<file path="config.mk">
export PLATFORM = sky130hd
export DESIGN_NAME = sat_counter
export DESIGN_NICKNAME = d
export VERILOG_FILES = /design/src/rtl/sat_counter.sv
export SDC_FILE = /design/constraint.sdc
export NUM_CORES = 1
export LEC_CHECK = 0
export ABC_CLOCK_PERIOD_IN_PS = 2300
export BUFFER_PORTS_ARGS = -buffer_cell sky130_fd_sc_hd__buf_2
export CELL_PAD_IN_SITES_DETAIL_PLACEMENT = 1
export CELL_PAD_IN_SITES_GLOBAL_PLACEMENT = 1
export CORE_MARGIN = 4
export CORE_UTILIZATION = 42
export CTS_BUF_LIST = sky130_fd_sc_hd__clkbuf_8
export CTS_CLUSTER_SIZE = 28
export DETAILED_ROUTE_END_ITERATION = 8
export PLACE_DENSITY = 0.84
export SKIP_CTS_REPAIR_TIMING = 1
export SYNTH_ARGS = -nofsm -noshare
export SYNTH_HDL_FRONTEND = slang
export SYNTH_SLANG_ARGS = --single-unit
export TNS_END_PERCENT = 30
</file>
<file path="constraint.sdc">
create_clock -name clk -period 2.3 [get_ports clk]
set_input_delay 0.23 -clock clk [delete_from_list [all_inputs] [get_ports clk]]
set_output_delay 0.23 -clock clk [all_outputs]
set_load 0.05 [all_outputs]
</file>
<file path="src/rtl/sat_counter.sv">
// rtl/sat_counter.sv - saturating up-counter with synchronous clear taking priority over increment
module sat_counter #(
    parameter int W = 16
) (
    input  logic         clk,
    input  logic         rst_n,
    input  logic         inc,
    input  logic         clr,
    output logic [W-1:0] count
);

    logic [W-1:0] count_q;
    logic [W-1:0] count_d;

    // Clear happens first, so clear plus increment in one cycle lands on 1.
    always_comb begin
        count_d = count_q;
        if (clr) begin
            count_d = W'(inc);
        end else if (inc && (count_q != {W{1'b1}})) begin
            count_d = count_q + 1'b1;
        end
    end

    always_ff @(posedge clk or negedge rst_n) begin
        if (!rst_n) begin
            count_q <= '0;
        end else begin
            count_q <= count_d;
        end
    end

    assign count = count_q;

endmodule

</file>
==> results.cfg, run 1 <==
[status]
status = complete, no violations

[placement]
dp_hpwl_um = 1740
dpl_cell_area_um2 = 1070
numPortBuffers = 19
gp_congestion = 0.730

[global_route]
gr-usage-all-layers_pct = 17.3
antenna_found_initial = 0
grt_max_degree = 22
grt_pass1_wl_um = 4310
grt_pass1_vias = 937
grt_overflow = 0

[sta]
skew_ns = 0.00104
final_hold_viol_count = 0
tightest_slew_ns = 0.524
slew_violations = 0
slew_headroom_pct = 64.8
max_freq_mhz = 507
post-route-period-util_pct = 85.7
grt_setup_unrepaired = false
setup_tns_ns = 0
final-setup-viol-count = 0
period_needed_ns = 1.97

[power]
pwr-share-seq_pct = 52.2
switching_share_pct = 25.8
power_density_nw_per_um2 = 500
p_switching_mw = 0.145
report.power.total_mw = 0.561
power_frac_comb_pct = 9.9
ir_drop_mv = 0.349
p_leak_nw = 0.481
p_int_mw = 0.416
clkPwrFrac_pct = 37.9

[setup_path]
worstPathRequired_ns = 2.43
rr_startpoint = count[0]$_DFFE_PN0P_
cp_data_arrival_time_ns = 2.10
cp_max_fo = 6
worstSetupPathType = register to register
worstSetupStartpointType = register
ff2ff_setup_slack_ns = 0.33
crit_path_end_kind = register
cp-startpoint = count[0]$_DFFE_PN0P_

[floorplanning]
fp.dieArea_um2 = 3110
dieWidth_um = 55.8
start_util_pct = 43.8
rows = 17
io_pins = 20
die_h_um = 55.8
core_um2 = 2190

[final_layout]
largest_register_ff_count = 16
final_cell_mix = 19 x buf_2, 16 x dfrtp_1, 12 x nor2_1
final_common_cell = buf_2
final_area_um2 = 1120
syn2layout_area_growth_pct = 17.1
drive_above_1_share_pct = 26.4
n_antenna_cell = 0
fin_nets = 128

[routing]
vias = 886
wirelength_um = 2410
remaining_drc_errors = 0
vias_per_cell = 5.95
wl_per_cell_um = 16.2
drt-pass1-iter-count = 4
drt_iter0_markers = 16
ant_nets = 0

[clock_network]
clockBufferDepth = 2
cts.sinks = 16
cts_tree = built
cts_made_buffers = 3
path_clk_slew_ns = 0.06
worstSkewPairLatency_ns = 0.25
cts-htree-levels = 1
cts-root-buf = clkbuf_8

[synth]
async_reset_ff_share_pct = 100
ys_warn_count = 0
synth-seq-cells = 16
synth_ff_type = dfrtp_1
seq_area_frac_synth_pct = 41.7
syn_area_um2 = 960
syn_nets = 107
ys_types = 39
netlist_instances = 102
synth.avg_cell_area_um2 = 9.41
synth_edf_count = 0

[min_path]
hold_path_startpoint = inc
hold_path_class = primary input to register

[job]
max_cap_viol_count = 0
## stage by stage
step,util (%),setup slack [ns],hold slack (ns),cells
global route,51.3,0.186,0.327,149
global placement,48.9,0.449,0.165,145
finish,51.3,0.328,0.309,149
floorplan,-,0.152,-0.0656,102
detailed placement,48.9,0.354,0.173,145
CTS,50.8,0.323,-0.0956,148
## critical path: stages (launching register included)
cell and delay, ns:
dfrtp_1 0.42, ha_1 0.32, inv_1 0.12, or4_1 0.55, nand3_1 0.11, mux2_1 0.33
## power by group through the flow
stage	Combinational (mW)	Sequential [mW]	Clock, mW
final	0.0556	0.293	0.213
after global routing	0.0619	0.294	0.230
after CTS	0.0555	0.293	0.218
after detailed placement	0.0554	0.298	0
after global placement	0.0535	0.297	0
after floorplan	0.0212	0.314	0
## worst paths after layout
kind	to	cells past startpoint
setup / recovery	count[6]$_DFFE_PN0P_	5
hold / removal	count[1]$_DFFE_PN0P_	3
setup reg to reg	count[6]$_DFFE_PN0P_	5
hold reg to reg	count[7]$_DFFE_PN0P_	1
max in group asynchronous	count[8]$_DFFE_PN0P_	2
min in group asynchronous	count[0]$_DFFE_PN0P_	2
## layout make-up
cell class	count	area [um2]
fillers	268	1070
multi-input cells	76	515
flip-flops and latches	16	400
repair buffers	21	113
clock buffers	3	41.3
well taps	28	35.0
inverters	5	18.8
## cells by family (layout without fill, tap and decap cells)
| logic type | after synthesis | after routing | share of synthesized area (%) |
|---|---|---|---|
| AND/OR/NAND/NOR | 50 | 50 | 31.8 |
| buffers and inverters | 10 | 29 | 4.56 |
| AO/OA/AOI/OAI | 20 | 20 | 14.9 |
| adder cells (fa/ha/maj) | 1 | 1 | 1.30 |
| multiplexers | 5 | 5 | 5.74 |
| flip-flops | 16 | 16 | 41.7 |
## Yosys cell counts (2+ instances only)
cell | count | area [um2]
dfrtp_1 | 16 | 400
nor2_1 | 12 | 45.0
a21oi_1 | 6 | 30.0
inv_1 | 5 | 18.8
nand2_1 | 5 | 18.8
nand3_1 | 5 | 25.0
nor3_1 | 5 | 25.0
nand4_1 | 4 | 25.0
mux2_2 | 3 | 33.8
nor2b_1 | 3 | 18.8
nor4_1 | 3 | 18.8
o41ai_1 | 3 | 26.3
a211oi_1 | 2 | 15.0
buf_2 | 2 | 10.0
o21ai_0 | 2 | 10.0
o311ai_0 | 2 | 17.5
or4_1 | 2 | 15.0
## metal layers
| layer | track usage [%] | part of all wire, % | vias up |
|---|---|---|---|
| met5 | 0 | 0 | - |
| met4 | 10.8 | 2.7 | 0 |
| met3 | 3.48 | 4.1 | 6 |
| li1 | - | - | 424 |
| met1 | 19.5 | 44 | 438 |
| met2 | 29.6 | 49 | 18 |
(Power assumes the default switching activity.)
==> run 2, diff against run 1 <==
Settings changed: CELL_PAD_IN_SITES_DETAIL_PLACEMENT 1 to unset, CELL_PAD_IN_SITES_GLOBAL_PLACEMENT 1 to unset, CORE_UTILIZATION 42 to 55, PLACE_DENSITY 0.84 to 0.83.
==> run 2 against run 1 <==
Effect of this change: clock skew barely moved; die area fell by 20%; sequential power about the same; critical path depth is the same; first-iteration DRC count is 13% higher; clock-buffer cell count up 1; global-route usage increased by 3.4 points; via count is 1.4% lower; critical endpoint unchanged; largest power group unchanged.
==> results.cfg, run 2 (synthesized netlist as in run 1, its figures left out) <==
[status]
status = complete, no violations

[global_route]
gr-usage-all-layers_pct = 20.7
grt_pass1_wl_um = 3910
grt_max_degree = 22
grt_pass1_vias = 843
antenna_found_initial = 0
grt_overflow = 0

[floorplanning]
fp.dieArea_um2 = 2480
core_um2 = 1580
dieWidth_um = 49.8
start_util_pct = 60.9
io_pins = 20
rows = 14
die_h_um = 49.8

[routing]
drt_iter0_markers = 18
ant_nets = 0
wirelength_um = 2200
wl_per_cell_um = 15.9
remaining_drc_errors = 0
vias = 874
drt-pass1-iter-count = 4
vias_per_cell = 6.33

[sta]
whs_ns = 0.354
slew_headroom_pct = 65.5
max_freq_mhz = 510
tightest_slew_ns = 0.514
slew_violations = 0
post-route-period-util_pct = 85.3
skew_ns = 0.00114
setup_tns_ns = 0
final-setup-viol-count = 0
final_hold_viol_count = 0
period_needed_ns = 1.96
grt_setup_unrepaired = false
fin_ws_ns = 0.339

[power]
switching_share_pct = 24.4
clkPwrFrac_pct = 41.2
p_switching_mw = 0.145
p_int_mw = 0.452
p_leak_nw = 0.489
ir_drop_mv = 0.434
power_frac_comb_pct = 9.7
power_density_nw_per_um2 = 532
pwr-share-seq_pct = 49.1

[final_layout]
nFillCells = 118
fin_nets = 128
final_area_um2 = 1120
utilization_pct = 71.2
syn2layout_area_growth_pct = 16.9
largest_register_ff_count = 16
final_common_cell = buf_2
drive_above_1_share_pct = 27.0
ff_latch_area_um2 = 400
n_antenna_cell = 0
multiInputGateArea_um2 = 515
final_cell_mix = 19 x buf_2, 16 x dfrtp_1, 12 x nor2_1

[placement]
dp_slack_ns = 0.366
dp_hpwl_um = 1620
gp_congestion = 0.835
numPortBuffers = 19
dpl_cell_area_um2 = 1060

[setup_path]
crit_slowest_cell = or4_1
crit_chain = ha_1 -> inv_1 -> or4_1 -> nand3_1 -> mux2_1
cp_data_arrival_time_ns = 2.09
cp_max_fo = 6
worstSetupStartpointType = register
worstSetupPathType = register to register
worstPathRequired_ns = 2.43
cp_slowest_stage_delay_ns = 0.56
critPathTopFamily = simple AND/OR/NAND/NOR gates
path_buf_inv = 1
crit_path_end_kind = register

[clock_network]
cts_tree = built
cts-htree-levels = 1
cts-root-buf = clkbuf_8
path_clk_slew_ns = 0.06
worstSkewPairLatency_ns = 0.25
cts.sinks = 16
cts_made_buffers = 3
clockBufferDepth = 2

[min_path]
hold_path_class = primary input to register

[job]
max_cap_viol_count = 0
## run 2: routing by layer
metal	up-vias	share of wire [%]	GRT usage, %
li1	429	-	-
met1	396	45	25.9
met2	39	47	34.1
met3	10	5.2	3.61
met4	0	2.9	9.68
met5	-	0	0
## run 2: cell type report
type	count	share of cell area (%)
Multi-Input combinational cell	76	45.9
Sequential cell	16	35.7
Inverter	5	1.67
Tap cell	16	1.78
Clock buffer	4	4.91
Timing Repair Buffer	21	10.0
## run 2: worst paths after layout
check	start	endpoint	slack [ns]	cells after the start
min reg2reg	count[7]$_DFFE_PN0P_	count[7]$_DFFE_PN0P_	0.52	1
max in group asynchronous	rst_n	count[8]$_DFFE_PN0P_	1.62	2
min	inc	count[1]$_DFFE_PN0P_	0.35	3
max	count[0]$_DFFE_PN0P_	count[6]$_DFFE_PN0P_	0.34	5
max reg2reg	count[0]$_DFFE_PN0P_	count[6]$_DFFE_PN0P_	0.34	5
min in group asynchronous	rst_n	count[3]$_DFFE_PN0P_	0.42	2
## run 2: worst reg2reg max path, cell delays in order, from the launching register on
cell	delay, ns
dfrtp_1	0.43
ha_1	0.31
inv_1	0.11
or4_1	0.56
nand3_1	0.12
mux2_1	0.33
## run 2: stage by stage
step	total power [mW]	std cells
floorplan	0.335	102
global placement	0.350	133
detailed placement	0.354	133
CTS	0.601	137
global route	0.628	138
finish	0.597	138
## run 2: power by group through the flow
stage / clock [mW] / sequential [mW] / combinational [mW]
finish: 0.246 / 0.293 / 0.0581
global route: 0.271 / 0.294 / 0.0632
CTS: 0.251 / 0.293 / 0.0568
detailed placement: 0 / 0.298 / 0.0560
global placement: 0 / 0.297 / 0.0534
floorplan: 0 / 0.314 / 0.0212
